[src/rtl/ram_loader_if.sv]
// Handshake and RAM-side bus between ram_loader and its environment.
// The loader takes the master view; the source, RAM and controller take the slave view.
interface ram_loader_if;
  logic       start;
  logic       in_valid;
  logic [7:0] in_data;
  logic       in_ready;
  logic [7:0] ram_din;
  logic [3:0] ram_addr;
  logic       ram_prog;
  logic       ram_n_ce;
  logic [7:0] ram_dout;
  logic       busy;
  logic       done;
  logic       error;
  logic [3:0] err_addr;

  modport master (
    input  start, in_valid, in_data, ram_dout,
    output in_ready, ram_din, ram_addr, ram_prog, ram_n_ce,
           busy, done, error, err_addr
  );

  modport slave (
    output start, in_valid, in_data, ram_dout,
    input  in_ready, ram_din, ram_addr, ram_prog, ram_n_ce,
           busy, done, error, err_addr
  );
endinterface

[src/rtl/ram_loader.sv]
// Streams 16 bytes into a small RAM, then optionally reads them back and
// compares against a shadow copy, flagging the first mismatching address.
module ram_loader #(
  parameter bit VERIFY_EN = 1'b1
) (
  input  logic         clk,
  input  logic         n_rst,
  ram_loader_if.master bus
);

  typedef enum logic [2:0] {
    IDLE, LOAD, V_ADDR, V_WAIT, V_CMP, DONE, ERROR
  } state_e;

  state_e     state_q, state_d;
  logic [3:0] cnt_q, cnt_d;
  logic [7:0] ram_din_q, ram_din_d;
  logic [3:0] ram_addr_q, ram_addr_d;
  logic       ram_prog_q, ram_prog_d;
  logic       ram_n_ce_q, ram_n_ce_d;
  logic       busy_q, busy_d;
  logic       done_q, done_d;
  logic       error_q, error_d;
  logic [3:0] err_addr_q, err_addr_d;
  logic [7:0] shadow_q [16];
  logic [7:0] shadow_d [16];
  logic       handshake;

  assign handshake = bus.in_valid && (state_q == LOAD);

  always_comb begin
    state_d    = state_q;
    cnt_d      = cnt_q;
    ram_din_d  = ram_din_q;
    ram_addr_d = ram_addr_q;
    ram_prog_d = 1'b0;
    err_addr_d = err_addr_q;
    shadow_d   = shadow_q;

    unique case (state_q)
      IDLE, DONE, ERROR: begin
        if (bus.start) begin
          state_d    = LOAD;
          cnt_d      = '0;
          err_addr_d = '0;
        end
      end
      LOAD: begin
        if (handshake) begin
          ram_din_d        = bus.in_data;
          ram_addr_d       = cnt_q;
          ram_prog_d       = 1'b1;
          shadow_d[cnt_q]  = bus.in_data;
          cnt_d            = cnt_q + 4'd1;
          if (cnt_q == 4'd15) begin
            state_d = VERIFY_EN ? V_ADDR : DONE;
            cnt_d   = '0;
          end
        end
      end
      V_ADDR: begin
        ram_addr_d = cnt_q;
        state_d    = V_WAIT;
      end
      V_WAIT: state_d = V_CMP;
      V_CMP: begin
        if (bus.ram_dout != shadow_q[cnt_q]) begin
          state_d    = ERROR;
          err_addr_d = cnt_q;
        end else if (cnt_q == 4'd15) begin
          state_d = DONE;
        end else begin
          cnt_d   = cnt_q + 4'd1;
          state_d = V_ADDR;
        end
      end
      default: state_d = IDLE;
    endcase

    // Status and chip-enable are decoded from the next state so the
    // registered outputs line up with the state they describe.
    busy_d     = (state_d == LOAD) || (state_d == V_ADDR) ||
                 (state_d == V_WAIT) || (state_d == V_CMP);
    done_d     = (state_d == DONE);
    error_d    = (state_d == ERROR);
    ram_n_ce_d = !((state_d == V_WAIT) || (state_d == V_CMP));
  end

  always_ff @(posedge clk) begin
    if (!n_rst) begin
      state_q    <= IDLE;
      cnt_q      <= '0;
      ram_din_q  <= '0;
      ram_addr_q <= '0;
      ram_prog_q <= 1'b0;
      ram_n_ce_q <= 1'b1;
      busy_q     <= 1'b0;
      done_q     <= 1'b0;
      error_q    <= 1'b0;
      err_addr_q <= '0;
    end else begin
      state_q    <= state_d;
      cnt_q      <= cnt_d;
      ram_din_q  <= ram_din_d;
      ram_addr_q <= ram_addr_d;
      ram_prog_q <= ram_prog_d;
      ram_n_ce_q <= ram_n_ce_d;
      busy_q     <= busy_d;
      done_q     <= done_d;
      error_q    <= error_d;
      err_addr_q <= err_addr_d;
    end
  end

  always_ff @(posedge clk) begin
    shadow_q <= shadow_d;
  end

  assign bus.in_ready = (state_q == LOAD);
  assign bus.ram_din  = ram_din_q;
  assign bus.ram_addr = ram_addr_q;
  assign bus.ram_prog = ram_prog_q;
  assign bus.ram_n_ce = ram_n_ce_q;
  assign bus.busy     = busy_q;
  assign bus.done     = done_q;
  assign bus.error    = error_q;
  assign bus.err_addr = err_addr_q;

endmodule

[src/flat_wrapper.sv]
// flat-port wrapper written by rule: the top's interface ports become plain ports
module ram_loader_flat 
#(
  parameter bit VERIFY_EN = 1'b1
)
  (clk, n_rst, bus_start, bus_in_valid, bus_in_data, bus_ram_dout, bus_in_ready, bus_ram_din, bus_ram_addr, bus_ram_prog, bus_ram_n_ce, bus_busy, bus_done, bus_error, bus_err_addr);
  ram_loader_if bus_i ();
  input  logic clk;
  input  logic n_rst;
  input wire logic [$bits(bus_i.start)-1:0] bus_start;
  input wire logic [$bits(bus_i.in_valid)-1:0] bus_in_valid;
  input wire logic [$bits(bus_i.in_data)-1:0] bus_in_data;
  input wire logic [$bits(bus_i.ram_dout)-1:0] bus_ram_dout;
  output wire logic [$bits(bus_i.in_ready)-1:0] bus_in_ready;
  output wire logic [$bits(bus_i.ram_din)-1:0] bus_ram_din;
  output wire logic [$bits(bus_i.ram_addr)-1:0] bus_ram_addr;
  output wire logic [$bits(bus_i.ram_prog)-1:0] bus_ram_prog;
  output wire logic [$bits(bus_i.ram_n_ce)-1:0] bus_ram_n_ce;
  output wire logic [$bits(bus_i.busy)-1:0] bus_busy;
  output wire logic [$bits(bus_i.done)-1:0] bus_done;
  output wire logic [$bits(bus_i.error)-1:0] bus_error;
  output wire logic [$bits(bus_i.err_addr)-1:0] bus_err_addr;
  assign bus_i.start = bus_start;
  assign bus_i.in_valid = bus_in_valid;
  assign bus_i.in_data = bus_in_data;
  assign bus_i.ram_dout = bus_ram_dout;
  assign bus_in_ready = bus_i.in_ready;
  assign bus_ram_din = bus_i.ram_din;
  assign bus_ram_addr = bus_i.ram_addr;
  assign bus_ram_prog = bus_i.ram_prog;
  assign bus_ram_n_ce = bus_i.ram_n_ce;
  assign bus_busy = bus_i.busy;
  assign bus_done = bus_i.done;
  assign bus_error = bus_i.error;
  assign bus_err_addr = bus_i.err_addr;
  ram_loader #(.VERIFY_EN(VERIFY_EN)) u_core (.clk(clk), .n_rst(n_rst), .bus(bus_i));
endmodule
[config.mk]
export PLATFORM = sky130hd
export DESIGN_NAME = ram_loader_flat
export DESIGN_NICKNAME = d
export VERILOG_FILES = /design/src/rtl/ram_loader_if.sv /design/src/rtl/ram_loader.sv /design/src/flat_wrapper.sv
export SDC_FILE = /design/constraint.sdc
export NUM_CORES = 1
export LEC_CHECK = 0
export ABC_AREA = 1
export ABC_CLOCK_PERIOD_IN_PS = 4900
export CORE_UTILIZATION = 60
export DETAILED_ROUTE_END_ITERATION = 12
export PLACE_DENSITY = 0.8
export SYNTH_ARGS = -nofsm -noshare
export SYNTH_HDL_FRONTEND = slang
export SYNTH_SLANG_ARGS = --single-unit
[constraint.sdc]
create_clock -name clk -period 4.9 [get_ports clk]
set_input_delay 0.98 -clock clk [delete_from_list [all_inputs] [get_ports clk]]
set_output_delay 0.98 -clock clk [all_outputs]
set_load 0.02 [all_outputs]
; Word-level counts from Yosys, hierarchy flattened
; Index checks and enable logic that the tools add are counted.
[totals]
register_bits = 156
latchBits = 0
ramBits = 0
rom_bits = 0
input_bits = 20
out_inout_bits = 22
word_cells = 89
mem_count = 0
[classes]
addsub = 1
multipliers = 0
div_mod_pow = 0
n_lt_le_gt_ge = 2
n_eq_ne = 19
shift = 0
n_mux = 23
bitwise_logic = 1
n_reduce_logical = 17
[ops]
columns = operator, n
row1 = $bwmux 128, 1
row2 = $bmux 8 s4, 1
row3 = $demux 8 s4, 1
row4 = $mux 4, 7
row5 = $mux 8, 3
row6 = $eq 3x3->1 const B, 6
row7 = $pmux 4 s2, 2
row8 = $mux 3, 5
row9 = $pmux 3 s5, 1
row10 = $eq 3x2->1 const B, 4
row11 = $pmux 4 s3, 1
row12 = $ne 8x8->1, 1
row13 = $eq 3x1->1 const B, 2
row14 = $ne 2x2->1 const B, 3
row15 = $reduce_and 2->1, 3
row16 = $ge 5x5->1 const B, 1
row17 = $lt 5x1->1 const B, 1
row18 = $not 4->5, 1
row19 = $reduce_and 5->1, 1
row20 = $add 4x1->4 const B, 1
row21 = $eq 4x4->1 const B, 1
row22 = $logic_or 1x1->1, 4
row23 = $ne 2x1->1 const B, 2
row24 = $reduce_bool 2->1, 2
row25 = other kinds (7), 8

; Longest topological paths before layout
[depth]
depth_word = 11
ltp_mapped = 20

; Worst setup path before layout
; OpenSTA, ideal clock, no wires.
[synth_timing]
kind = input -> register
from = input bus_in_valid
to = register u_core.shadow_q[16] (netlist name) (enable)
setup_ns = 0.370
arrival_time_ns = 2.152
setup_slack_ns = 2.377
cell_stages = 6
cell_sequence = nand2_1 clkbuf_1 inv_1 clkbuf_1 nand2_1 nor2_1
[synth_via]
elab_chain_cells = 2
[synth_lines]
columns = element, line
row1 = from (decl), flat_wrapper.sv:11  ; input wire logic [$bits(bus_i.in_valid)-1:0] bus_in_valid;
row2 = $logic_and 1x1->1, ram_loader.sv:29  ; assign handshake = bus.in_valid && (state_q == LOAD);
row3 = $reduce_and 2->1 (no line), --
row4 = to (signal assigned), ram_loader.sv:116  ; shadow_q <= shadow_d;
row5 = to (decl), ram_loader.sv:25  ; logic [7:0] shadow_q [16];
; No other way between the ends.
; A chain may end at the register's enable or synchronous reset.

; Final worst setup path
[layout_timing]
from = register u_core.cnt_q[0]
to = register u_core.cnt_q[1]
[layout_via]
elab_chain_cells = 7
elab_cells_between_ends = 15
cone_classes = add/sub (1) / eq/ne (4) / mux (8) / bitwise (1) / reduce/logical (1)
[layout_lines]
columns = element, line
row1 = from (decl), ram_loader.sv:16  ; logic [3:0] cnt_q, cnt_d;
row2 = from (signal assigned), ram_loader.sv:103  ; cnt_q <= cnt_d;
row3 = $not 4->5 (not written as such), ram_loader.sv:67  ; if (bus.ram_dout != shadow_q[cnt_q]) begin
row4 = $bmux 8 s4, ram_loader.sv:67
row5 = $mux 8 (not written as such) (2 in a row), ram_loader.sv:67
row6 = $ne 8x8->1, ram_loader.sv:67
row7 = $ne 2x2->1 (no line), --
row8 = $reduce_and 5->1 (no line), --
; Several ways; a longest one is shown, not always the timed one. The select of a mux whose other input is x is not followed.

==> metrics.md <==
| Metric | Value |
|---|---|
| Status | complete, no violations |
| CTS tree | built |
| Library cells used by synthesis | 25 |
| Fmax | 0.297 GHz |
| Initial DRT Pass Iterations | 5 |
| Ys Warns | 0 |
| Final period util | 68.7% |
| Design Area, Final | 8030 um2 |
| Reg2reg path depth | 15 |
| Max Cap Violations | 0 |
| Worst min path class | reg -> reg |
| Post-CTS Setup Inserts | 0 |
| I/O Buffers | 41 |
| Nets | 834 |
| CP startpoint | u_core.cnt_q[0] |
| Vias/cell | 5.44 |
| Post-synth top area cell | edfxtp_1 |
| Hold depth | 2 |
| Total chip power | 3.10 mW |
| FF-to-FF setup slack | 1530 ps |
| Setup crit start kind | register |
| Drc violations | 0 |
| Largest net degree at the start of global routing | 53 |
| Setup TNS after final layout | 0 ps |
| Critical path peak fanout | 52 |
| Die X | 110 um |
| Kind of capture point of the worst setup path | register |
| Final ANT Viol Nets | 0 |
| Minimum clock period | 3370 ps |
| Global-route wire length before repair | 24,900 um |
| Hold_buf cts | 0 |
| Register area share after synthesis | 63.2% |
| Root Driver | clkbuf_16 |
| Hold Fails Final Rpt | 0 |
| CP arrival | 3680 ps |
| Endpoint of the worst register-to-register path | u_core.cnt_q[1] |
| Post-Route WL | 16,000 um |
| Worst Hold Path EP | u_core.bus.ram_din[2] |
| Slew Limit Fails | 0 |
| Hold_sp | u_core.bus.ram_din[2] |
| DIE AREA | 12,100 um2 |
| Mapped Area | 6970 um2 |
| Core Util, Final | 72.4% |
| Core Region | 11,100 um2 |
| CTS buffer count | 17 |
| Clk_skew | 12.1 ps |
| N_diodes | 0 |
| Power Density | 386 nW/um2 |
| Clk_lat worst skew | 420 ps |
| Synth Instances | 775 |
| Io pins | 42 |
| Total number of vias | 5,237 |
| GRT Total Usage | 28.9% |
| Initial antenna violation count | 0 |
| DP Wirelength | 10,300 um |
| CP cell instances | inv_2, nand2_1, nand3_1, nand2_1, nand2_1, nand2_1, o21ai_0, nand2_1, nand2_1, nor2_1, nand3_1, nand2_2, nand2_2, o21ai_1, nor2_1 |
| Reg2Reg Launch Point | u_core.cnt_q[0] |
| Dpl cell area | 7420 um2 |
| Placement Setup Slack | 1440 ps |
| Multi-input gate area | 1970 um2 |
| H-tree levels | 4 |
| GPL Wtd Cong | 0.889 |
| Vias in the first global route | 4,979 |
| CP Class | reg -> reg |
| Synth area leaders | edfxtp_1 55%, nand2_1 13%, dfxtp_1 8.0% |
| Initial core utilization | 62.9% |
| Max VDD drop | 0.262 mV |
| CTS sink cnt | 156 |
| Yosys reg bits | 156 |
| Avg Cell Area, Syn | 8.99 um2 |
| Family with the most delay on the worst path | simple AND/OR/NAND/NOR gates |
| Syn nets | 799 |
| Crit path max-delay cell type | dfxtp_2 |
| Post-CTS Resized | 0 |
| Setup ws final | 1530 ps |
| RSZ-0062 raised after global routing | false |
| CP Data Required Time | 5220 ps |
| Tightest Pin Transition | 919 ps |
| Worst path max stage delay | 810 ps |
| DR WL/cell | 16.6 um |
| Relative slew slack | 38.6% |
| Area Overhead vs Synth | 15.2% |
| Die height | 110 um |
| Sequential standard cell area | 4410 um2 |
| Setup-failing EPs final | 0 |
| Gr ovfl total | 0 |
| Initial drt markers | 570 |
| Share of post-route cells with drive strength above 1 | 4.74% |
| Critical Path Most Common Cell | nand2_1 |
| Post-synth top area share | 55.2% |
| Row count | 38 |
| Fill cells | 781 |
| WP buf/inv | 1 |
| CTS clk-pin slew, worst paths | 60 ps |
| Leakage | 3.49 nW |
| Worst-case clock buffer depth | 2 |
layout by cell type (no fill, tap or decap), types with 3 or more instances in the layout:
master | Yosys | layout
clkbuf_1 | 5 | 3
nor2_1 | 121 | 121
clkdlybuf4s50_1 | 0 | 41
inv_4 | 0 | 3
nand3_1 | 42 | 42
nand2_1 | 240 | 240
o21ai_0 | 29 | 29
clkbuf_16 | 0 | 20
nor3_1 | 5 | 5
inv_2 | 3 | 3
a21oi_1 | 14 | 14
inv_1 | 116 | 116
dfxtp_1 | 28 | 27
edfxtp_1 | 128 | 128
o21ai_1 | 8 | 8
ha_1 | 4 | 4
report_power, final:
part / internal [mW] / leakage, nW / total [mW] / switching (mW)
Sequential: 1.45 / 1.38 / 1.47 / 0.0209
Combinational: 0.105 / 1.81 / 0.317 / 0.212
Clock: 0.804 / 0.301 / 1.31 / 0.504
layout make-up:
| class | count | share of cell area [%] |
|---|---|---|
| Timing Repair Buffer | 43 | 5.30 |
| Inverter | 119 | 5.57 |
| Tap cell | 140 | 2.18 |
| Multi-Input combinational cell | 473 | 24.6 |
| Clock buffer | 24 | 6.55 |
| Sequential cell | 156 | 54.9 |
| Clock inverter | 8 | 0.951 |
cell families (layout without fill, tap and decap cells):
family	count (synthesis)	count (layout)	synth area share, %
flip-flops	156	156	63.2
buffers and inverters	146	194	8.53
XOR/XNOR	2	2	0.251
AO/OA/AOI/OAI	54	54	3.99
AND/OR/NAND/NOR	413	413	23.3
adder cells (fa/ha/maj)	4	4	0.718
routing by layer:
layer / track usage [%] / share of wire [%]
met1: 37.4 / 39
met2: 46.9 / 49
met3: 6.88 / 9.2
met4: 12.7 / 2.6
met5: 0 / 0
through the flow:
stage,hold WS (ps),std cells
after floorplan,561,775
after global placement,472,931
after detailed placement,480,931
after CTS,494,963
after global routing,519,963
final,494,963
worst register-to-register path: cells and delay by family, from the launching register on:
kind	cells	cell delay, ps
AOI/OAI and AO/OA	2	270
buffers and inverters	1	590
and+or+nand+nor	12	1600
DFF	1	810
state kept, by name, summed over array words and instances (netlist names):
signal	count
u_core.shadow_q	128
u_core.bus.busy	1
u_core.bus.err_addr	4
u_core.bus.ram_addr	4
u_core.bus.done	1
u_core.bus.ram_prog	1
u_core.cnt_q	4
u_core.state_q	3
u_core.bus.error	1
u_core.bus.ram_n_ce	1
u_core.bus.ram_din	8
synthesized netlist by cell type:
master and instances:
xnor2_1 1, inv_1 116, a21oi_1 14, a21oi_2 1, o21ai_1 8, ha_1 4
nand4_1 1, edfxtp_1 128, o21ai_0 29, inv_2 3, clkbuf_1 5, xor2_1 1
dfxtp_1 28, o21a_1 1, nor3_1 5, nor2_1 121, buf_4 8, and3_1 1
nand3_1 42, nand2_1 240, nand2_2 2, buf_1 1, a31oi_1 1, buf_2 13
nand3_2 1
worst max-delay path by stage:
stage	cells after the start	endpoint
floorplan	6	u_core.shadow_q[16]
global route	15	u_core.cnt_q[1]
CTS	14	u_core.bus.busy
global placement	5	u_core.shadow_q[13]
detailed placement	5	u_core.shadow_q[13]
finish	15	u_core.cnt_q[1]
No activity file was read; power rests on OpenSTA's default activity.
